$ cat src/rtl/muldiv_pkg.sv
// Shared constants for the execute-stage multiply/divide unit: op codes and FSM states.
package muldiv_pkg;

    localparam logic [2:0] MD_MULT  = 3'b100;
    localparam logic [2:0] MD_MULTU = 3'b101;
    localparam logic [2:0] MD_DIV   = 3'b110;
    localparam logic [2:0] MD_DIVU  = 3'b111;
    localparam logic [2:0] MD_MTHI  = 3'b010;
    localparam logic [2:0] MD_MTLO  = 3'b011;

    typedef enum logic [1:0] {
        MD_IDLE = 2'd0,
        MD_CALC = 2'd1,
        MD_FIX  = 2'd2
    } md_state_e;

    // Bit 0 clear marks the signed flavour of both MULT and DIV.
    function automatic logic md_is_signed(input logic [2:0] op);
        return ~op[0];
    endfunction

endpackage

$ cat src/rtl/muldiv_step.sv
// One combinational iteration: shift-add multiply step or restoring-divide step.
// bit_o is the bit shifted into the low word (product LSB chain or quotient bit).
module muldiv_step #(
    parameter int WIDTH = 32
) (
    input  logic [WIDTH-1:0] part_i,
    input  logic             mbit_i,
    input  logic             dbit_i,
    input  logic [WIDTH-1:0] opnd_i,
    input  logic             div_i,
    output logic [WIDTH-1:0] part_o,
    output logic             bit_o
);

    logic [WIDTH:0]   sum;
    logic [WIDTH-1:0] shl;
    logic [WIDTH-1:0] diff;
    logic             ge;

    always_comb begin
        sum  = {1'b0, part_i} + (mbit_i ? {1'b0, opnd_i} : {(WIDTH+1){1'b0}});
        // Shifted remainder is {part_i[WIDTH-1], shl}; a set top bit always exceeds the divisor.
        shl  = {part_i[WIDTH-2:0], dbit_i};
        ge   = part_i[WIDTH-1] | (shl >= opnd_i);
        diff = shl - opnd_i;
        if (div_i) begin
            part_o = ge ? diff : shl;
            bit_o  = ge;
        end else begin
            part_o = sum[WIDTH:1];
            bit_o  = sum[0];
        end
    end

endmodule

$ cat src/rtl/ex_muldiv.sv
// Iterative MULT/MULTU/DIV/DIVU unit with architectural HI/LO and MTHI/MTLO writes.
// Optional sticky divide-by-zero flag output under macro MULDIV_DIV0_FLAG_EN.
module ex_muldiv
    import muldiv_pkg::*;
#(
    parameter int WIDTH = 32
) (
    input  logic             clk,
    input  logic             rst,
    input  logic             EX_md_start,
    input  logic [2:0]       EX_md_op,
    input  logic [WIDTH-1:0] EX_md_a,
    input  logic [WIDTH-1:0] EX_md_b,
    input  logic             EX_md_flush,
    output logic             EX_md_busy,
    output logic             EX_md_done,
    output logic [WIDTH-1:0] EX_md_hi,
`ifdef MULDIV_DIV0_FLAG_EN
    output logic [WIDTH-1:0] EX_md_lo,
    output logic             EX_md_div0
`else
    output logic [WIDTH-1:0] EX_md_lo
`endif
);

    localparam int CW = $clog2(WIDTH);

    md_state_e        state_q, state_d;
    logic [CW-1:0]    cnt_q, cnt_d;
    logic [WIDTH-1:0] part_q, part_d;
    logic [WIDTH-1:0] low_q, low_d;
    logic [WIDTH-1:0] opnd_q, opnd_d;
    logic             div_q, div_d;
    logic             negq_q, negq_d;
    logic             negr_q, negr_d;
    logic             bzero_q, bzero_d;
    logic [WIDTH-1:0] hi_q, hi_d;
    logic [WIDTH-1:0] lo_q, lo_d;
    logic             done_q, done_d;
`ifdef MULDIV_DIV0_FLAG_EN
    logic             div0_q, div0_d;
`endif

    logic             sgn, sa, sb, bz;
    logic [WIDTH-1:0] amag, bmag;
    logic [WIDTH-1:0] step_part;
    logic             step_bit;
    logic [2*WIDTH-1:0] prod, prod_fix;
    logic [WIDTH-1:0] quot_fix, rem_fix;

    muldiv_step #(.WIDTH(WIDTH)) u_step (
        .part_i (part_q),
        .mbit_i (low_q[0]),
        .dbit_i (low_q[WIDTH-1]),
        .opnd_i (opnd_q),
        .div_i  (div_q),
        .part_o (step_part),
        .bit_o  (step_bit)
    );

    always_comb begin
        sgn  = md_is_signed(EX_md_op);
        sa   = sgn & EX_md_a[WIDTH-1];
        sb   = sgn & EX_md_b[WIDTH-1];
        bz   = (EX_md_b == '0);
        amag = sa ? -EX_md_a : EX_md_a;
        bmag = sb ? -EX_md_b : EX_md_b;
        // Magnitude results are fixed up once in FIX; -MIN wraps to MIN, giving the no-trap result.
        prod     = {part_q, low_q};
        prod_fix = negq_q ? -prod : prod;
        quot_fix = negq_q ? -low_q : low_q;
        rem_fix  = negr_q ? -part_q : part_q;
    end

    always_comb begin
        state_d = state_q;
        cnt_d   = cnt_q;
        part_d  = part_q;
        low_d   = low_q;
        opnd_d  = opnd_q;
        div_d   = div_q;
        negq_d  = negq_q;
        negr_d  = negr_q;
        bzero_d = bzero_q;
        hi_d    = hi_q;
        lo_d    = lo_q;
        done_d  = 1'b0;
`ifdef MULDIV_DIV0_FLAG_EN
        div0_d  = div0_q;
`endif
        case (state_q)
            MD_IDLE: begin
                if (EX_md_start && !EX_md_flush) begin
                    if (EX_md_op[2]) begin
                        state_d = MD_CALC;
                        cnt_d   = CW'(WIDTH - 1);
                        part_d  = '0;
                        div_d   = EX_md_op[1];
                        low_d   = EX_md_op[1] ? amag : bmag;
                        opnd_d  = EX_md_op[1] ? bmag : amag;
                        bzero_d = bz;
                        // A zero divisor keeps the all-ones quotient unsigned regardless of dividend sign.
                        negq_d  = (sa ^ sb) & ~(EX_md_op[1] & bz);
                        negr_d  = sa;
                    end else if (EX_md_op == MD_MTHI) begin
                        hi_d = EX_md_a;
                    end else if (EX_md_op == MD_MTLO) begin
                        lo_d = EX_md_a;
`ifdef MULDIV_DIV0_FLAG_EN
                        div0_d = 1'b0;
`endif
                    end
                end
            end
            MD_CALC: begin
                if (EX_md_flush) begin
                    state_d = MD_IDLE;
                end else begin
                    part_d = step_part;
                    low_d  = div_q ? {low_q[WIDTH-2:0], step_bit} : {step_bit, low_q[WIDTH-1:1]};
                    if (cnt_q == '0) begin
                        state_d = MD_FIX;
                    end else begin
                        cnt_d = cnt_q - CW'(1);
                    end
                end
            end
            MD_FIX: begin
                state_d = MD_IDLE;
                if (!EX_md_flush) begin
                    done_d = 1'b1;
                    if (div_q) begin
                        lo_d = quot_fix;
                        hi_d = rem_fix;
`ifdef MULDIV_DIV0_FLAG_EN
                        if (bzero_q) begin
                            div0_d = 1'b1;
                        end
`endif
                    end else begin
                        hi_d = prod_fix[2*WIDTH-1:WIDTH];
                        lo_d = prod_fix[WIDTH-1:0];
                    end
                end
            end
            default: state_d = MD_IDLE;
        endcase
    end

    always_ff @(posedge clk) begin
        if (rst) begin
            state_q <= MD_IDLE;
            cnt_q   <= '0;
            hi_q    <= '0;
            lo_q    <= '0;
            done_q  <= 1'b0;
`ifdef MULDIV_DIV0_FLAG_EN
            div0_q  <= 1'b0;
`endif
        end else begin
            state_q <= state_d;
            cnt_q   <= cnt_d;
            hi_q    <= hi_d;
            lo_q    <= lo_d;
            done_q  <= done_d;
`ifdef MULDIV_DIV0_FLAG_EN
            div0_q  <= div0_d;
`endif
        end
    end

    // Iteration working registers carry no reset; they are reloaded on every accepted op.
    always_ff @(posedge clk) begin
        part_q  <= part_d;
        low_q   <= low_d;
        opnd_q  <= opnd_d;
        div_q   <= div_d;
        negq_q  <= negq_d;
        negr_q  <= negr_d;
        bzero_q <= bzero_d;
    end

    assign EX_md_busy = (state_q != MD_IDLE);
    assign EX_md_done = done_q;
    assign EX_md_hi   = hi_q;
    assign EX_md_lo   = lo_q;
`ifdef MULDIV_DIV0_FLAG_EN
    assign EX_md_div0 = div0_q;
`endif

endmodule

$ cat config.mk
export PLATFORM = sky130hd
export DESIGN_NAME = ex_muldiv
export DESIGN_NICKNAME = d
export VERILOG_FILES = /design/src/rtl/muldiv_pkg.sv /design/src/rtl/muldiv_step.sv /design/src/rtl/ex_muldiv.sv
export SDC_FILE = /design/constraint.sdc
export NUM_CORES = 1
export LEC_CHECK = 0
export CAP_MARGIN = 15
export CELL_PAD_IN_SITES_DETAIL_PLACEMENT = 0
export CELL_PAD_IN_SITES_GLOBAL_PLACEMENT = 1
export CORE_MARGIN = 2
export CORE_UTILIZATION = 44
export DETAILED_ROUTE_END_ITERATION = 7
export PLACE_DENSITY = 0.87
export RECOVER_POWER = 25
export SYNTH_ARGS = -nofsm -noshare
export SYNTH_HDL_FRONTEND = slang
export SYNTH_SLANG_ARGS = --single-unit
$ cat constraint.sdc
create_clock -name clk -period 7.9 [get_ports clk]
set_clock_uncertainty 0.2 [all_clocks]
set_input_delay 0.79 -clock clk [delete_from_list [all_inputs] [get_ports clk]]
set_output_delay 0.79 -clock clk [all_outputs]
set_load 0.01 [all_outputs]
After elaboration in Yosys (flattened, before gate mapping)
Index checks and enable logic that the tools add are counted.
{"block": "totals", "word_cells": 102, "output_inout_bits": 66, "register_bits": 171, "input_bits": 71}
{"block": "op_classes", "n_lt_le_gt_ge": 1, "n_mux": 44, "n_eq_ne": 14, "n_reduce_logical": 15, "addsub": 8, "n_bitwise": 9}
{"cell": "$mux W32", "n": 27}
{"cell": "$pmux W32 S2", "n": 4}
{"cell": "$neg A32 Y32", "n": 4}
{"cell": "$mux W64", "n": 1}
{"cell": "$neg A64 Y64", "n": 1}
{"cell": "$add A32 B33 Y33", "n": 1}
{"cell": "$ge A32 B32 Y1", "n": 1}
{"cell": "$logic_not A32 Y1", "n": 1}
{"cell": "$sub A32 B32 Y32", "n": 1}
{"cell": "$mux W5", "n": 4}
{"cell": "$ne A2 B2 Y1 const B", "n": 9}
{"cell": "$pmux W5 S2", "n": 1}
{"cell": "$reduce_and A5 Y1", "n": 2}
{"cell": "$mux W2", "n": 4}
{"cell": "$eq A3 B2 Y1 const B", "n": 2}
{"cell": "$reduce_and A3 Y1", "n": 2}
{"cell": "$reduce_and A6 Y1", "n": 1}
{"cell": "$reduce_bool A2 Y1", "n": 3}
{"cell": "$logic_not A5 Y1", "n": 1}
{"cell": "$sub A5 B1 Y5 const B", "n": 1}
{"cell": "$and A1 B1 Y1", "n": 4}
{"cell": "$pmux W2 S2", "n": 1}
{"cell": "$reduce_and A4 Y1", "n": 1}
{"cell": "$ne A3 B3 Y1 const B", "n": 1}
{"cell": "10 further kinds", "n": 13}

Logic depth before layout (Yosys ltp)
Gate-level depths: netlist of the first run.
{"block": "logic_depth", "depth_word": 7, "mapped_depth": 15, "depth_no_buf": 13}

Hierarchy
A second synthesis of the first run with hierarchy kept.
{"block": "unflattened", "hier_cells": 1903, "area_unflattened_um2": 15472.3}
{"mod": "ex_muldiv", "cells_per_inst": 1220, "n_inst": 1, "area_each_um2": 10896.7}
{"mod": "muldiv_step", "cells_per_inst": 683, "n_inst": 1, "area_each_um2": 4575.6}

Worst setup path before layout of the first run
No wires, ideal clock.
{"block": "synth_timing", "path_kind": "input port to flip-flop", "from": "input EX_md_flush", "to": "register cnt_q[3]", "cell_stages": 5, "setup_time_ns": 0.132, "arrival_time_ns": 6.859, "slack_ns": 0.708, "path_cell_list": "o21ai_0 > nand2_1 > nor4_1 > xnor2_1 > a21oi_1"}
{"block": "synth_between", "elab_chain_cells": 4}
{"item": "start: declaration", "line": "ex_muldiv.sv:14", "rtl": "input logic EX_md_flush,"}
{"item": "$logic_not A1 Y1"}
{"item": "$logic_and A1 B1 Y1", "line": "ex_muldiv.sv:93", "rtl": "if (EX_md_start && !EX_md_flush) begin"}
{"item": "$ne A2 B2 Y1 (no source line)"}
{"item": "$reduce_and A5 Y1 (no source line) (*)"}
{"item": "end signal: assignment", "line": "ex_muldiv.sv:162", "rtl": "cnt_q <= cnt_d;"}
{"item": "end: declaration", "line": "ex_muldiv.sv:29", "rtl": "logic [CW-1:0] cnt_q, cnt_d;"}
Every way passes the cells marked *; elsewhere a longest branch is shown, timed or not.
A chain may end at the register's enable or synchronous reset.

Worst setup path after layout of the first run
{"block": "layout_timing", "from": "input EX_md_op[1]", "to": "register lo_q[25], in the netlist EX_md_lo[25]"}
{"block": "layout_between", "elab_chain_cells": 3}
{"item": "start: declaration", "line": "ex_muldiv.sv:11", "rtl": "input logic [2:0] EX_md_op,"}
{"item": "$eq A3 B2 Y1 (on tied branches)", "line": "ex_muldiv.sv:107, ex_muldiv.sv:105"}
{"item": "$ne A2 B2 Y1 (no source line)"}
{"item": "$reduce_and A6 Y1 (no source line) (*)"}
{"item": "end signal: assignment", "line": "ex_muldiv.sv:164", "rtl": "lo_q <= lo_d;"}
{"item": "end: declaration", "line": "ex_muldiv.sv:38", "rtl": "logic [WIDTH-1:0] lo_q, lo_d;"}
Marked as above.

==> results of run 1 <==
metrics by stage:
step	instances	total power [W]	cell area, um2	util, %
2_1_floorplan	1837	0.00141	14600	-
3_5_place_dp	2327	0.00162	16200	49.8
6_report	2360	0.00244	16800	51.4
4_1_cts	2359	0.00243	16800	51.5
3_3_place_gp	2327	0.00162	16200	49.8
5_1_grt	2359	0.00253	16800	51.4
cell usage after synthesis, drive strengths merged, types with 38 or more instances:
master	n	area share (%)
nand2	164	4.2
mux2i	69	4.7
inv	70	1.8
xnor2	82	4.9
edfxtp	99	20
o21ai	139	4.8
a21oi	222	7.6
ha	70	6.0
xor2	88	5.3
nor2	238	6.1
a211oi	49	2.6
dfxtp	72	9.9
nor3	38	1.4
clkbuf	80	2.1
cell families (layout without fill, tap and decap cells):
logic type	count (synthesis)	in the layout	synth area share, %
muxes	71	71	4.89
DFF	171	171	30.2
xor gates and xnor gates	170	170	10.2
AOI/OAI and AO/OA	584	584	24.4
adders and majority gates	72	72	6.27
other	0	1	0
buffers and inverters	174	254	4.65
and+or+nand+nor	595	595	19.3
sequential cells by signal, summed over array words and instances (netlist names):
name and count:
part_q 32, div_q 1, negq_q 1, opnd_q 32, cnt_q 5, negr_q 1, EX_md_done 1, low_q 32
EX_md_lo 32, state_q 2, EX_md_hi 32
worst max-delay path, delay by kind of cell:
family | cells | cell delay, ns
buf+inv | 2 | 2.66
compound gates | 3 | 0.80
simple gates | 2 | 0.88
area by class of cell:
type                    instances  area share, %
multi-input cells            1492           56.8
flip-flops and latches        171           26.3
repair buffers                152           8.69
well taps                     442           3.30
clock buffers                  21           2.81
inverters                      70           1.57
clock inverters                11          0.477
diodes                          1         0.0149
routing by layer:
metal	GRT usage (%)	part of all wire, %	wire length [um]
met1	40.1	42	22100
met2	47.9	45	23900
met3	5.55	8.0	4200
met4	14.0	4.5	2390
met5	0	0.082	43
final timing paths:
kind	slack [ns]	startpoint	end
hold / removal	0.26	EX_md_hi[6]$_SDFFE_PP0P_	EX_md_hi[6]$_SDFFE_PP0P_
hold reg to reg	0.26	EX_md_hi[6]$_SDFFE_PP0P_	EX_md_hi[6]$_SDFFE_PP0P_
setup / recovery	2.89	EX_md_op[1]	EX_md_lo[25]$_SDFFE_PP0P_
setup reg to reg	3.01	low_q[0]$_DFFE_PP_	part_q[28]$_SDFFCE_PN0P_
report_power, final:
part           switching, W  internal [W]  leakage [nW]
sequential        0.0000448      0.000986          1.50
combinational      0.000362      0.000227          4.73
clock              0.000385      0.000434         0.277
==> impl_metrics.csv, run 1 <==
group,metric,value,unit
global_routing,grtUsageTotal,30.2,%
timing,hold_slack,0.259,ns
cells_and_area,fin_nets,2047,
timing,setup_violations,0,
worst_setup_path,arrival,5.18,ns
cells_and_area,final_common_cell,"nor2_1",
routing,routed_wl,52700,um
floorplan,coreArea,0.0326,mm2
routing,drtPass1Iterations,6,
timing,timing.final.ws_setup,2.89,ns
worst_setup_path,reg2reg_depth,12,
placement,pre_cts_ws,3.23,ns
clocking,cts_tree,"done",
worst_setup_path,crit_path_cell_trace,"clkbuf_1 -> clkbuf_1 -> a21oi_1 -> or2_2 -> a211oi_1 -> a21oi_1 -> nor2_1",
routing,wire_per_inst,22.3,um
job,maxCapViolations,3,
synth,ys_ff_latch,171,
synth,yosys_warnings,0,
worst_setup_path,crit_fanout,61,
routing,drt_iter0_drc,1636,
floorplan,die-area,0.0347,mm2
routing,route.vias.total,14564,
placement,place_hpwl,40100,um
timing,final.setup.tns,0,ns
global_routing,antenna_found_initial,4,
synth,ys.flop_type,"edfxtp_1",
clocking,clk_latency,0.44,ns
min_path,min_path_cells,2,
power_and_ir_drop,power_leakage,6.50,nW
timing,rsz0062_at_grt,"false",
synth,async_reset_ff_share,0,%
floorplan,die_h,186,um
floorplan,fp.dieW,186,um
worst_setup_path,start_kind,"input port",
worst_setup_path,max_stage_delay,2.46,ns
floorplan,placementRows,66,
timing,fmaxAchievable,200,MHz
outcome,run_status,"finished with violations",
global_routing,grt_pass1_vias,13538,
outcome,violations,"max-capacitance violations, max-slew violations",
timing,hold_viol_final,0,
worst_setup_path,required,8.07,ns
synth,synth_edf_count,99,
clocking,cts_buffer_depth,2,
global_routing,grt_max_degree,69,
timing,period_needed,5.01,ns
clocking,ctsHoldBuffers,0,
routing,ant_nets,0,
timing,relSlewSlack,-131,%
clocking,root_buffer,"clkbuf_16",
cells_and_area,multiInputGateArea,0.00954,mm2
min_path,holdCritPathClass,"register to register",
clocking,clk_pin_slew_worst_paths,0.07,ns
synth,syn_nets,1980,
placement,place.gp.congestion,0.965,
power_and_ir_drop,powerDensity,145,mW/mm2
worst_setup_path,critical_path_class,"input port to register",
clocking,htree_levels,4,
clocking,cts_setup_buffers,0,
cells_and_area,drive_gt1_share,4.12,%
clocking,cts_resized,0,
cells_and_area,regArea,0.00441,mm2
worst_setup_path,endpoint_kind,"register",
synth,syn_avg_cell_area,7.95,um2
routing,routed_via_density,6.17,
clocking,cts_buffers,17,
global_routing,grt_overflow,0,
routing,drc,0,
timing,fin_crit_sh,63.4,%
synth,synth.distinct_cells,84,
cells_and_area,final_cell_mix,"nor2_1, a21oi_1, nand2_1",
floorplan,initial_core_util,44.8,%
synth,yosysSeqAreaShare,30.2,%
clocking,clock_sinks,171,
cells_and_area,area_growth,15.0,%
synth,syn_inst,1837,
placement,portBuffers,136,
worst_setup_path,cp_slowest_cell,"clkbuf_1",
timing,slew_violations,151,
cells_and_area,fillers,3149,
global_routing,grt_pass1_wl,79200,um
timing,worst_pin_slew,3.46,ns
floorplan,num_io_pins,137,
power_and_ir_drop,peakVddDrop,0.131,mV
synth,synth_area,0.0146,mm2
No activity file was read; power rests on OpenSTA's default activity.
==> run 2: changes to the inputs <==
- clock period: 7.9 -> 4.8 ns (I/O delays scaled with it)
==> run 2 against run 1 <==
Net effect:
- the flow now finishes without violations
- setup slack got worse by 2.5 ns
- cell count increased by 0.76%
- sequential share of layout area decreased by 0.24 points
- die area unchanged
- via count increased by 1.9%
- sequential cell count unchanged
- register-to-register slack got worse by 2.7 ns
- combinational power increased by 68%
- cell area increased by 0.93%
- non-clock buffer count increased by 19
- utilization increased by 0.48 points
- critical path type is now register to register
- critical endpoint is now part_q[28]$_SDFFCE_PN0P_
- highest routed layer is now met4
==> impl_metrics.csv, run 2 (same netlist as run 1, synthesis figures left out) <==
group,metric,value,unit
outcome,run_status,"finished clean",
cells_and_area,final_cell_mix,"nor2_1, a21oi_1, nand2_1",
routing,drt_iter0_drc,1548,
routing,routed_wl,54000,um
global_routing,antenna_found_initial,1,
cells_and_area,fin_util,51.9,%
power_and_ir_drop,peakVddDrop,0.261,mV
power_and_ir_drop,p_seq_share,41.5,%
clocking,clk_pin_slew_worst_paths,0.07,ns
cells_and_area,drive_gt1_share,5.37,%
timing,fmaxAchievable,225,MHz
power_and_ir_drop,p_int,0.00273,W
clocking,htree_levels,4,
floorplan,die_h,186,um
clocking,root_buffer,"clkbuf_16",
global_routing,grt_max_degree,69,
power_and_ir_drop,powerDensity,240,mW/mm2
global_routing,grt_pass1_vias,13887,
timing,relSlewSlack,28.3,%
power_and_ir_drop,power_leakage,6.62,nW
cells_and_area,diodes,0,
worst_setup_path,crit_buf_inv,1,
clocking,cts_tree,"done",
timing,period_needed,4.45,ns
timing,hold_slack,0.261,ns
placement,portBuffers,136,
worst_setup_path,cp_slowest_cell,"inv_1",
global_routing,grtUsageTotal,31.0,%
clocking,cts_buffer_depth,2,
floorplan,coreArea,0.0326,mm2
routing,routed_via_density,6.24,
floorplan,fp.dieW,186,um
cells_and_area,fin_nets,2066,
min_path,holdCritPathClass,"register to register",
timing,rsz0062_at_grt,"false",
worst_setup_path,endpoint_kind,"register",
timing,setup_violations,0,
cells_and_area,final_common_cell,"nor2_1",
worst_setup_path,start_kind,"register",
worst_setup_path,crit_path_cell_trace,"inv_1 -> nor2_1 -> ha_1 -> a211oi_1 -> o21ai_0 -> nand3_1 -> nand4_1 -> a31oi_1 -> o21ai_0 -> a2111o_1 -> a311oi_1 -> o32ai_1",
global_routing,grt_pass1_wl,81100,um
timing,final.setup.tns,0,ns
worst_setup_path,arrival,4.44,ns
worst_setup_path,cpMostUsedCell,"o21ai_0",
placement,place_hpwl,41900,um
cells_and_area,area_growth,16.0,%
routing,ant_nets,0,
routing,drc,0,
clocking,clk_latency,0.45,ns
clocking,cts_buffers,17,
routing,route.vias.total,14840,
power_and_ir_drop,combPwrFrac,24.4,%
floorplan,placementRows,66,
worst_setup_path,max_stage_delay,0.57,ns
worst_setup_path,required,4.79,ns
worst_setup_path,regToRegSetupSlack,0.35,ns
clocking,clock_sinks,171,
timing,hold_viol_final,0,
power_and_ir_drop,power_frac_clock,34.1,%
routing,drtPass1Iterations,6,
worst_setup_path,critical_path_class,"register to register",
worst_setup_path,crit_fanout,20,
clocking,cts_setup_buffers,0,
timing,slew_violations,0,
power_and_ir_drop,swShare,32.8,%
worst_setup_path,critPathTopFamily,"compound AO/OA/AOI/OAI gates",
global_routing,grt_overflow,0,
clocking,ctsHoldBuffers,0,
job,maxCapViolations,0,
routing,wire_per_inst,22.7,um
floorplan,initial_core_util,44.8,%
floorplan,num_io_pins,137,
floorplan,die-area,0.0347,mm2
timing,fin_crit_sh,92.8,%
power_and_ir_drop,p_sw,0.00133,W
timing,worst_pin_slew,1.07,ns
clocking,cts_resized,0,
placement,place.gp.congestion,0.985,
## run 2: per-stage QoR
stage               instances  setup slack, ns  power, W  instance area (um2)
floorplan                1837             1.22   0.00232                14600
global placement         2346            0.592   0.00268                16400
detailed placement       2346            0.468   0.00269                16400
CTS                      2378            0.434   0.00405                16900
global route             2378           0.0921   0.00421                16900
finish                   2378            0.347   0.00406                16900
## run 2: path summary, 6_finish.rpt
check / start / endpoint / depth (start not counted)
worst min register to register: EX_md_lo[29]$_SDFFE_PP0P_ / EX_md_lo[29]$_SDFFE_PP0P_ / 2
worst min-delay path: EX_md_lo[29]$_SDFFE_PP0P_ / EX_md_lo[29]$_SDFFE_PP0P_ / 2
worst max register to register: low_q[0]$_DFFE_PP_ / part_q[28]$_SDFFCE_PN0P_ / 12
worst max-delay path: low_q[0]$_DFFE_PP_ / part_q[28]$_SDFFCE_PN0P_ / 12
## run 2: cell type report
| cell class | instances | area (um2) |
|---|---|---|
| clock inverters | 14 | 118 |
| clock buffers | 18 | 439 |
| inverters | 70 | 263 |
| well taps | 442 | 553 |
| flip-flops and latches | 171 | 4410 |
| repair buffers | 171 | 1610 |
| multi-input cells | 1492 | 9540 |
| fillers | 3149 | 15700 |
## run 2: per-layer routing
layer	global-route usage (%)	share of wire, %
met5	0	0
met4	13.5	4.4
met3	4.91	7.9
met2	50.6	46
met1	40.5	41
## run 2: worst min-delay path: stages, from the launching register on
cell	delay [ns]
dfxtp_1	0.32
nand2_1	0.05
a21oi_1	0.05
## run 2: power by group through the flow
| stage | registers [W] | clock network [W] | logic [W] |
|---|---|---|---|
| 2_1_floorplan | 0.00170 | 0 | 0.000622 |
| 3_3_place_gp | 0.00171 | 0 | 0.000964 |
| 3_5_place_dp | 0.00172 | 0 | 0.000972 |
| 4_1_cts | 0.00168 | 0.00139 | 0.000978 |
| 5_1_grt | 0.00169 | 0.00144 | 0.00107 |
| 6_report | 0.00168 | 0.00138 | 0.000992 |
==> run 3: changes to the inputs <==
- CTS_BUF_LIST: unset -> sky130_fd_sc_hd__clkbuf_16
==> run 3 against run 2 <==
Net effect:
- largest cell class unchanged
- global-route usage hardly changed
- clock power barely moved
- total power is 0.44% lower
- cell area barely moved
- clock-buffer cell count down 1
- critical path depth unchanged
- largest power group unchanged
- highest routed layer unchanged
- die area stayed put
- hold slack is essentially flat
==> impl_metrics.csv, run 3 (same netlist as run 1, synthesis figures left out) <==
group,metric,value,unit
floorplan,fp.dieW,186,um
timing,slew_violations,0,
clocking,cts_buffers,17,
power_and_ir_drop,powerDensity,239,mW/mm2
timing,rsz0062_at_grt,"false",
global_routing,grtUsageTotal,30.9,%
clocking,cts_tree,"done",
floorplan,coreArea,0.0326,mm2
cells_and_area,final_cell_mix,"nor2_1, a21oi_1, nand2_1",
routing,wire_per_inst,22.7,um
worst_setup_path,critPathTopFamily,"compound AO/OA/AOI/OAI gates",
global_routing,grt_pass1_vias,13828,
placement,portBuffers,136,
placement,place_hpwl,41900,um
clocking,htree_levels,4,
worst_setup_path,cp-startpoint,"low_q[0]$_DFFE_PP_",
worst_setup_path,endpoint_kind,"register",
timing,fin_crit_sh,92.3,%
min_path,holdCritPathClass,"register to register",
floorplan,placementRows,66,
min_path,min_from,"EX_md_lo[4]$_SDFFE_PP0P_",
routing,drtPass1Iterations,5,
worst_setup_path,start_kind,"register",
global_routing,grt_pass1_wl,81000,um
timing,hold_viol_final,0,
power_and_ir_drop,power_leakage,6.61,nW
timing,relSlewSlack,28.1,%
job,maxCapViolations,0,
routing,routed_via_density,6.23,
floorplan,initial_core_util,44.8,%
timing,worst_pin_slew,1.08,ns
timing,setup_violations,0,
worst_setup_path,crit_fanout,20,
floorplan,num_io_pins,137,
floorplan,die_h,186,um
clocking,cts_buffer_depth,2,
timing,hold_slack,0.261,ns
global_routing,grt_max_degree,69,
cells_and_area,area_growth,16.0,%
timing,final.setup.tns,0,ns
clocking,cts_setup_buffers,0,
worst_setup_path,crit_path_cell_trace,"inv_1 -> nor2_1 -> ha_1 -> a211oi_1 -> o21ai_0 -> nand3_1 -> nand4_1 -> a31oi_1 -> o21ai_0 -> a2111o_1 -> a311oi_1 -> o32ai_1",
clocking,root_buffer,"clkbuf_16",
routing,routed_wl,54000,um
placement,placed_area,0.0164,mm2
cells_and_area,drive_gt1_share,5.32,%
worst_setup_path,arrival,4.42,ns
routing,drt_iter0_drc,1591,
routing,route.vias.total,14822,
routing,ant_nets,0,
worst_setup_path,required,4.79,ns
worst_setup_path,cpMostUsedCell,"o21ai_0",
timing,fmaxAchievable,226,MHz
placement,pre_cts_ws,0.468,ns
clocking,clk_latency,0.45,ns
cells_and_area,diodes,0,
global_routing,antenna_found_initial,1,
worst_setup_path,critical_path_class,"register to register",
outcome,run_status,"finished clean",
worst_setup_path,max_stage_delay,0.56,ns
floorplan,die-area,0.0347,mm2
clocking,clk_pin_slew_worst_paths,0.07,ns
cells_and_area,final_area,0.0169,mm2
global_routing,grt_overflow,0,
clocking,ctsHoldBuffers,0,
clocking,clock_sinks,171,
power_and_ir_drop,peakVddDrop,0.263,mV
worst_setup_path,crit_buf_inv,1,
placement,place.gp.congestion,0.985,
cells_and_area,fin_nets,2066,
timing,timing.final.ws_setup,0.371,ns
worst_setup_path,worstReg2RegStart,"low_q[0]$_DFFE_PP_",
cells_and_area,fillers,3153,
routing,drc,0,
clocking,cts_resized,0,
cells_and_area,final_common_cell,"nor2_1",
worst_setup_path,cp_slowest_cell,"inv_1",
timing,period_needed,4.43,ns
## run 3: cell types whose count changed in the layout (fill, tap and decap cells not counted), sizes merged
cell | previous run | this run
clkinv | 7 | 8
clkbuf | 19 | 18
## run 3: layout make-up
type / count / area, um2 / area share, %
clock inverter: 15 / 121 / 0.717
timing repair buffer: 171 / 1610 / 9.53
clock buffer: 17 / 425 / 2.51
sequential: 171 / 4410 / 26.1
tap: 442 / 553 / 3.27
inverter: 70 / 263 / 1.55
multi-input combinational: 1492 / 9540 / 56.3
## run 3: path summary, 6_finish.rpt
kind,slack [ns],depth (start not counted),to
worst max-delay path,0.37,12,part_q[28]$_SDFFCE_PN0P_
worst min-delay path,0.26,2,EX_md_lo[4]$_SDFFE_PP0P_
worst max register to register,0.37,12,part_q[28]$_SDFFCE_PN0P_
worst min register to register,0.26,2,EX_md_lo[4]$_SDFFE_PP0P_
## run 3: layer usage
layer | vias up | global-route usage [%] | routed length [um]
li1 | 6847 | - | -
met1 | 7096 | 40.6 | 22300
met2 | 754 | 51.1 | 25400
met3 | 125 | 4.83 | 4200
met4 | 0 | 12.3 | 2120
met5 | - | 0 | 0
## run 3: per-stage QoR
stage	total power [W]	utilization, %	instances
2_1_floorplan	0.00232	-	1837
5_1_grt	0.00419	51.9	2378
3_5_place_dp	0.00269	50.2	2346
6_report	0.00404	51.9	2378
3_3_place_gp	0.00268	50.2	2346
4_1_cts	0.00403	51.9	2378
## run 3: worst register-to-register path, cell delays in order, from the launching register on
cell and delay, ns:
edfxtp_1 0.47, inv_1 0.56, nor2_1 0.20, ha_1 0.33, a211oi_1 0.32, o21ai_0 0.19, nand3_1 0.21, nand4_1 0.13
a31oi_1 0.43, o21ai_0 0.26, a2111o_1 0.46, a311oi_1 0.29, o32ai_1 0.13
## run 3: power by group
group / leakage [nW] / internal [W] / switching, W / total, W
Clock: 0.280 / 0.000715 / 0.000649 / 0.00136
Combinational: 4.83 / 0.000378 / 0.000616 / 0.000993
Sequential: 1.50 / 0.00162 / 0.0000639 / 0.00168
